File: config.mk
export PLATFORM = sky130hd
export DESIGN_NAME = regfile_alu_pipe
export DESIGN_NICKNAME = d
export VERILOG_FILES = /design/src/rtl/regfile_alu_pipe.sv
export SDC_FILE = /design/constraint.sdc
export NUM_CORES = 1
export LEC_CHECK = 0
export ABC_CLOCK_PERIOD_IN_PS = 2980
export BUFFER_PORTS_ARGS = -buffer_cell sky130_fd_sc_hd__buf_2
export CAP_MARGIN = 20
export CORE_MARGIN = 10
export CORE_UTILIZATION = 51
export DETAILED_ROUTE_END_ITERATION = 7
export PLACE_DENSITY_LB_ADDON = 0.3
export SLEW_MARGIN = 0
export SYNTH_ARGS = -nofsm -noshare
export SYNTH_HDL_FRONTEND = slang
export SYNTH_SLANG_ARGS = --single-unit
export TNS_END_PERCENT = 30
File: constraint.sdc
create_clock -name Clk -period 2.98 [get_ports Clk]
set_input_delay 0.149 -clock Clk [delete_from_list [all_inputs] [get_ports Clk]]
set_output_delay 0.149 -clock Clk [all_outputs]
set_load 0.02 [all_outputs]
File: src/rtl/regfile_alu_pipe.sv
// ============================================================================
// Module   : regfile_alu_pipe
// Brief    : Two-stage register file + ALU with full result bypass.
// Revision : 1.0
// ============================================================================
`default_nettype none

module regfile_alu_pipe #(
  parameter int WIDTH      = 16,
  parameter int REG_ADDR_W = 4
) (
  input  logic                  Clk,
  input  logic                  Rst,
  input  logic                  In_valid,
  input  logic [REG_ADDR_W-1:0] RdestRegLoc,
  input  logic [REG_ADDR_W-1:0] RsrcRegLoc,
  input  logic                  Imm_s,
  input  logic [WIDTH-1:0]      Imm,
  input  logic [4:0]            OpCode,
  output logic                  Out_valid,
  output logic [WIDTH-1:0]      Result,
  output logic [4:0]            Flags
);

  localparam int NREGS = 2 ** REG_ADDR_W;

  localparam logic [4:0] OP_ADD = 5'h00;
  localparam logic [4:0] OP_SUB = 5'h01;
  localparam logic [4:0] OP_CMP = 5'h02;
  localparam logic [4:0] OP_AND = 5'h03;
  localparam logic [4:0] OP_OR  = 5'h04;
  localparam logic [4:0] OP_XOR = 5'h05;
  localparam logic [4:0] OP_MOV = 5'h06;
  localparam logic [4:0] OP_LSH = 5'h07;

  localparam int FLAG_N = 4;
  localparam int FLAG_Z = 3;
  localparam int FLAG_F = 2;
  localparam int FLAG_L = 1;
  localparam int FLAG_C = 0;

  logic [WIDTH-1:0]      regs [NREGS];

  logic                  s1_valid;
  logic [REG_ADDR_W-1:0] s1_dest;
  logic [4:0]            s1_op;
  logic [WIDTH-1:0]      s1_a;
  logic [WIDTH-1:0]      s1_b;

  logic [WIDTH:0]        sum;
  logic [WIDTH:0]        diff;
  logic [WIDTH-1:0]      alu_res;
  logic [4:0]            alu_flags;
  logic                  alu_wr;

  logic                  a_byp;
  logic                  b_byp;
  logic [WIDTH-1:0]      op_a;
  logic [WIDTH-1:0]      op_b;

  assign sum  = {1'b0, s1_a} + {1'b0, s1_b};
  assign diff = {1'b0, s1_a} - {1'b0, s1_b};

  always_comb begin
    alu_res   = '0;
    alu_flags = Flags;
    alu_wr    = 1'b0;
    case (s1_op)
      OP_ADD: begin
        alu_res           = sum[WIDTH-1:0];
        alu_wr            = 1'b1;
        alu_flags[FLAG_C] = sum[WIDTH];
        alu_flags[FLAG_F] = (s1_a[WIDTH-1] == s1_b[WIDTH-1]) && (sum[WIDTH-1] != s1_a[WIDTH-1]);
        alu_flags[FLAG_Z] = (sum[WIDTH-1:0] == '0);
      end
      OP_SUB: begin
        alu_res           = diff[WIDTH-1:0];
        alu_wr            = 1'b1;
        alu_flags[FLAG_C] = diff[WIDTH];
        alu_flags[FLAG_F] = (s1_a[WIDTH-1] != s1_b[WIDTH-1]) && (diff[WIDTH-1] != s1_a[WIDTH-1]);
        alu_flags[FLAG_Z] = (diff[WIDTH-1:0] == '0);
      end
      OP_CMP: begin
        alu_res           = diff[WIDTH-1:0];
        alu_flags[FLAG_L] = diff[WIDTH];
        alu_flags[FLAG_N] = ($signed(s1_a) < $signed(s1_b));
        alu_flags[FLAG_Z] = (s1_a == s1_b);
      end
      OP_AND: begin
        alu_res           = s1_a & s1_b;
        alu_wr            = 1'b1;
        alu_flags[FLAG_Z] = ((s1_a & s1_b) == '0);
      end
      OP_OR: begin
        alu_res           = s1_a | s1_b;
        alu_wr            = 1'b1;
        alu_flags[FLAG_Z] = ((s1_a | s1_b) == '0);
      end
      OP_XOR: begin
        alu_res           = s1_a ^ s1_b;
        alu_wr            = 1'b1;
        alu_flags[FLAG_Z] = ((s1_a ^ s1_b) == '0);
      end
      OP_MOV: begin
        alu_res = s1_b;
        alu_wr  = 1'b1;
      end
      OP_LSH: begin
        // B's sign bit picks the direction: clear = left, set = logical right
        alu_res           = s1_b[WIDTH-1] ? (s1_a >> 1) : (s1_a << 1);
        alu_wr            = 1'b1;
        alu_flags[FLAG_Z] = (alu_res == '0);
      end
      default: begin
        alu_res = '0;
      end
    endcase
  end

  // The op in stage 1 writes back on the same edge that captures the next op,
  // so its ALU output is forwarded in place of the stale array value.
  assign a_byp = s1_valid && alu_wr && (s1_dest == RdestRegLoc);
  assign b_byp = s1_valid && alu_wr && (s1_dest == RsrcRegLoc);
  assign op_a  = a_byp ? alu_res : regs[RdestRegLoc];
  assign op_b  = Imm_s ? Imm : (b_byp ? alu_res : regs[RsrcRegLoc]);

  always_ff @(posedge Clk) begin
    if (Rst) begin
      s1_valid  <= 1'b0;
      s1_dest   <= '0;
      s1_op     <= '0;
      s1_a      <= '0;
      s1_b      <= '0;
      Out_valid <= 1'b0;
      Result    <= '0;
      Flags     <= '0;
      for (int i = 0; i < NREGS; i++) begin
        regs[i] <= '0;
      end
    end else begin
      s1_valid  <= In_valid;
      Out_valid <= s1_valid;
      if (In_valid) begin
        s1_dest <= RdestRegLoc;
        s1_op   <= OpCode;
        s1_a    <= op_a;
        s1_b    <= op_b;
      end
      if (s1_valid) begin
        Result <= alu_res;
        Flags  <= alu_flags;
        if (alu_wr) begin
          regs[s1_dest] <= alu_res;
        end
      end
    end
  end

endmodule

`default_nettype wire

==> results of run 1 <==
[layout make-up]
| type | count | area share, % |
|---|---|---|
| Timing Repair Buffer | 310 | 11.3 |
| Sequential cell | 320 | 38.5 |
| Antenna cell | 1 | 0.0107 |
| Clock inverter | 20 | 0.698 |
| Clock buffer | 44 | 4.09 |
| Inverter | 57 | 0.918 |
| Multi-Input combinational cell | 1108 | 41.9 |
| Tap cell | 468 | 2.51 |
[routing by layer]
layer / part of all wire, % / global-route usage (%)
met2: 49 / 48.8
met4: 6.6 / 18.0
met3: 9.4 / 5.96
met1: 35 / 34.9
met5: 0 / 0
[how the worst max path moves through the flow]
stage / endpoint / slack (ps) / depth (start not counted)
2_1_floorplan: regs[15][12] / -50 / 13
3_3_place_gp: regs[12][12] / -130 / 13
3_5_place_dp: regs[12][12] / -190 / 13
4_1_cts: regs[12][12] / -90 / 12
5_1_grt: regs[15][12] / -230 / 13
6_report: regs[15][12] / -170 / 12
[logic make-up after synthesis]
logic type	share of synthesized area (%)
AND/OR/NAND/NOR	12.2
AO/OA/AOI/OAI	11.9
multiplexers	19.9
flip-flops	47.0
adder cells (fa/ha/maj)	3.42
XOR/XNOR	1.33
buffers and inverters	4.22
[state kept, by name, summed over array words and instances (netlist names)]
register   cells
s1_b          16
regs         256
Result        16
s1_a          16
s1_op          5
Out_valid      1
s1_dest        4
s1_valid       1
Flags          5
[synth_stat cells, types with 7 or more instances]
library cell	count
nand3_1	19
nand2_1	85
o211a_1	11
nand2b_1	15
o21ai_0	44
ha_1	49
a21oi_1	58
mux2i_1	24
or3_1	7
dfxtp_1	64
nor4_1	14
o31ai_1	9
a221oi_1	10
xnor2_1	21
o211ai_1	21
inv_1	54
o22ai_1	18
buf_2	29
nor2_1	342
edfxtp_1	256
mux4_2	158
nor2b_1	8
nand4_1	12
buf_1	11
a211oi_1	31
nor3_1	18
clkbuf_1	92
xor2_1	8
[report_power, final]
group	internal (mW)	switching, mW
registers	5.00	0.123
clock network	2.46	1.84
logic	1.50	1.94
total	8.96	3.91
[worst reg2reg max path, delay by kind of cell, from the launching register on]
kind | cells | cell delay [ps]
AOI/OAI and AO/OA | 4 | 1180
and+or+nand+nor | 4 | 780
adders and majority gates | 1 | 160
DFF | 1 | 320
buffers and inverters | 3 | 440
[through the flow]
stage / util (%) / setup TNS, ps / area, um2
CTS: 62.5 / -1130 / 23000
floorplan: - / -841 / 19100
detailed placement: 58.1 / -4860 / 21400
finish: 63.4 / -4420 / 23300
global placement: 58.1 / -3760 / 21400
global route: 63.4 / -8790 / 23300
[repair_timing]
action | CTS | global route
pin swaps | 10 | 13
endpoints found under the hold margin | 22 | 0
gates resized for setup | 41 | 68
setup buffers | 9 | 5
hold buffers | 18 | 0
gates cloned | 3 | 3
setup endpoints to repair | 89 | 127
==> out/qor.csv, run 1 <==
metric;value;unit
Post-Place Worst Slack;-192;ps
Rel. slew slack;48.0;%
CTS tree;yes;
Synthesized Nets;1707;
Pre-Repair DR Iteration Count;6;
final global-route overflow total;0;
synth warn;0;
Critical Path Fanout Max;5;
Synth cell types;89;
Cell Chain, Critical Path;buf_6 -> ha_4 -> nor2b_4 -> o31ai_4 -> o31ai_4 -> o41ai_4 -> o2111ai_1 -> and3_1 -> nor3_4 -> buf_6 -> buf_12 -> nor2_1;
I/O Pins;55;
leak pwr;8.54;nW
RSZ-0062 raised after global routing;true;
initial antenna violation count;1;
Multi-input gate area;9760;um2
worst path required time;3280;ps
CP startpoint kind;flip-flop;
worst path bufs/invs;3;
DRC errors left;0;
Die Y;213;um
Hold Crit Endpoint;s1_b[14];
remaining antenna violation count;0;
DRT Wirelength;66800;um
max cap viols;0;
routability cong.;0.969;
vias in the first global route;15731;
final hold violations;0;
synth top area cells;edfxtp_1 (40%), mux4_2 (19%), nor2_1 (6.7%);
R2R setup slack;-170;ps
Layout Nets;1917;
# fillers;2834;
die area;45500;um2
final period utilization;106;%
Setup Skew;17.9;ps
Max Root-Sink Buffers;3;
H-tree depth;2;
# placed instances;2228;
worst reg2reg endpoint;regs[15][12];
mapped cell area;19100;um2
Tot Pwr;12.9;mW
PwrDens;552;nW/um2
final hold slack;61.0;ps
number of synthesized register bits;320;
Port Buffers;54;
Post-Layout Cell Count;2328;
TritonCTS sink count;320;
Syn Inst Count;1623;
final setup margin;-166;ps
CP max stage delay;550;ps
commonest cells after routing, fill and taps aside;nor2_1 (315), edfxtp_1 (256), buf_4 (205), mux4_2 (158), nand2_1 (84);
failing checks;setup timing;
Detailed Place HPWL;46200;um
hold depth;5;
crit path kind;reg2reg;
Worst Tran Pin Value;780;ps
Core Box Area;36800;um2
Hold WC Path Type;in2reg;
post-synth top area cell;edfxtp_1;
Yosys top cell area share;40.3;%
Post-synth EDFFs;256;
total track usage;29.4;%
fmax;318;MHz
Avg Cell Area, Syn;11.8;um2
sequential area share after synthesis;47.0;%
TritonCTS Buffers;36;
Root Driver;clkbuf_16;
Worst Reg-to-Reg Cells;12;
Tmin final;3150;ps
run status;complete, but fails checks;
first-pass GRT wire length;99000;um
clock-pin slew on the worst setup and hold paths;60;ps
fin. max-slew vios;0;
Crit. End Element;flip-flop;
pin count of the biggest net entering global routing;46;
vias;15547;
commonest non-fill, non-tap cell in the layout;nor2_1;
vias per cell;6.68;
Layout area overhead;22.2;%
DIE WIDTH;213;um
initial detailed-routing violation count;1806;
CP startpoint;s1_a[5];
VDD IR-drop max;0.000716;V
Clock Latency Late Sink;560;ps
worst hold path startpoint;Imm[14];
initial core utilization;51.9;%
WL per Instance;28.7;um
Critical-path top delay cell;o41ai_4;
CP delay by family, top;compound AO/OA/AOI/OAI gates;
row count;70;
Sequential Area;8980;um2
share of async-settable or async-resettable flops after synthesis;0;%
Setup-failing EPs final;54;
reg-to-reg startpoint;s1_a[5];
Data arrival, critical path;3450;ps
top_reg_cell synth;edfxtp_1;
share of post-route cells with drive strength above 1;33.5;%
Power figures use the tool's default switching activity.
==> inputs of run 2 (changes only) <==
- SETUP_SLACK_MARGIN: not set -> 0.2
- SLEW_MARGIN: 0 -> 20
==> out/qor.csv, run 2 (synthesis gave the netlist of run 1 again) <==
metric;value;unit;change
run status;complete, but fails checks;;
failing checks;setup timing;;
CP delay by family, top;compound AO/OA/AOI/OAI gates;;
die area;45500;um2;unchanged
clock-pin slew on the worst setup and hold paths;60;ps;about the same
hold depth;5;;unchanged
Rel. slew slack;50.6;%;+2.7 points
final hold slack;24.7;ps;-36.3 ps
Hold Crit Endpoint;s1_b[13];;
initial core utilization;51.9;%;unchanged
total track usage;29.7;%;+0.24 points
ant diodes;0;;-1
TritonCTS sink count;320;;unchanged
row count;70;;unchanged
CTS tree;yes;;
TNS Setup;-2270;ps;+2150 ps
fin. max-slew vios;0;;unchanged
R2R setup slack;-100;ps;+70 ps
vias in the first global route;15827;;+0.61%
VDD IR-drop max;0.000505;V;-29%
Setup Skew;16.9;ps;-1.02 ps
placed cell areas;21400;um2;about the same
Clock Latency Late Sink;540;ps;-20 ps
DRT Wirelength;67800;um;+1.4%
Port Buffers;54;;unchanged
Max Root-Sink Buffers;3;;unchanged
Hold WC Path Type;in2reg;;
pin count of the biggest net entering global routing;48;;+4.3%
max FFs per register;256;;unchanged
H-tree depth;2;;unchanged
PwrDens;557;nW/um2;+0.90%
CP max stage delay;530;ps;-20 ps
commonest cells after routing, fill and taps aside;nor2_1 (324), edfxtp_1 (256), buf_4 (201), mux4_2 (158), nand2_1 (81);;
CP startpoint kind;flip-flop;;
final period utilization;103;%;-2.2 points
final setup margin;-100;ps;+66.0 ps
Crit. End Element;flip-flop;;
worst hold path startpoint;Imm[13];;
Worst Tran Pin Value;740;ps;-39.9 ps
Core Box Area;36800;um2;unchanged
Cell Chain, Critical Path;inv_4 -> ha_4 -> inv_2 -> fa_2 -> nand2b_4 -> a211o_1 -> a21oi_4 -> o41ai_4 -> nor2_1 -> or4_1 -> a21o_4 -> clkbuf_16 -> nor2_4;;
Layout area overhead;23.3;%;
Design Area, Final;23500;um2;+0.90%
crit path kind;reg2reg;;
DIE WIDTH;213;um;unchanged
Biggest register;regs;;
Root Driver;clkbuf_16;;
Tmin final;3080;ps;-66.0 ps
worst path required time;3380;ps;+100 ps
Critical-path top delay cell;or4_1;;
routability cong.;0.982;;+1.3%
Worst Reg-to-Reg Cells;13;;+1
Post-Place Worst Slack;-87.2;ps;+105 ps
vias per cell;6.69;;+0.21%
I/O Pins;55;;unchanged
Data arrival, critical path;3480;ps;+30 ps
Tot Pwr;13.1;mW;+1.8%
DRC errors left;0;;unchanged
Die Y;213;um;unchanged
max cap viols;0;;unchanged
initial antenna violation count;0;;-1
first-pass GRT wire length;99600;um;+0.61%
WL per Instance;29.1;um;+1.4%
RSZ-0062 raised after global routing;true;;
final global-route overflow total;0;;unchanged
final hold violations;0;;unchanged
worst reg2reg endpoint;regs[8][14];;
leak pwr;8.64;nW;+1.2%
Layout Nets;1918;;+0.052%
reg-to-reg startpoint;s1_a[0];;
Critical Path Fanout Max;5;;unchanged
Multi-input gate area;9880;um2;+1.2%
initial detailed-routing violation count;2048;;+13%
Detailed Place HPWL;46500;um;+0.77%
worst path bufs/invs;3;;unchanged
# fillers;2775;;-2.1%
vias;15586;;+0.25%
fmax;325;MHz;+2.1%
Pre-Repair DR Iteration Count;5;;-1
Setup-failing EPs final;36;;-33%
commonest non-fill, non-tap cell in the layout;nor2_1;;
share of post-route cells with drive strength above 1;34.2;%;+0.66 points
remaining antenna violation count;0;;unchanged
TritonCTS Buffers;36;;unchanged
Sequential Area;9000;um2;+0.15%
run 2: changes by cell type in the layout (fill, tap and decap cells not counted), sizes merged:
cell / delta
buf: +5
bufbuf: -1
bufinv: +1
clkinv: +1
clkinvlp: -1
diode: -1
dlygate4sd3: -3
run 2: metrics by stage:
step           cells  util (%)
6_report        2329      63.9
5_1_grt         2329      63.9
4_1_cts         2317      62.6
3_5_place_dp    2219      58.1
3_3_place_gp    2219      58.1
2_1_floorplan   1623         -
run 2: how the worst max path moves through the flow:
stage                 start           end  slack [ps]  cells past startpoint
floorplan           s1_a[0]  regs[15][12]         -50                     13
global placement    s1_b[5]   regs[3][12]         -60                     12
detailed placement  s1_a[5]   regs[9][12]         -90                     12
CTS                 s1_a[0]   regs[6][14]         -80                     13
global route        s1_a[0]  regs[13][14]        -180                     13
finish              s1_a[0]   regs[8][14]        -100                     13
run 2: final cells by class:
type,count,share of cell area [%]
well taps,468,2.49
inverters,57,0.942
repair buffers,311,11.3
clock buffers,44,4.13
multi-input cells,1108,42.0
flip-flops and latches,320,38.3
clock inverters,21,0.830
run 2: tightest hold or removal path, delay by kind of cell:
kind / cells / cell delay, ps
AOI/OAI and AO/OA: 3 / 230
and+or+nand+nor: 1 / 80
buffers and inverters: 1 / 70
run 2: what timing repair did:
item	in CTS	in global routing
hold endpoints to repair	15	0
gates cloned	2	2
pin swaps	13	29
gates resized for setup	42	77
setup buffers	16	10
hold buffers	15	0
setup endpoints to repair	180	297
run 2: metal layers:
metal	up-vias	routed length [um]	global-route usage (%)
li1	6633	-	-
met1	7671	23800	34.7
met2	1027	33600	50.6
met3	255	6190	5.39
met4	0	4120	17.1
met5	-	0	0
run 2: power by group:
| group | internal, mW | switching, mW | total, mW |
|---|---|---|---|
| Combinational | 1.56 | 1.98 | 3.54 |
| Clock | 2.59 | 1.84 | 4.43 |
| Sequential | 5.00 | 0.126 | 5.13 |
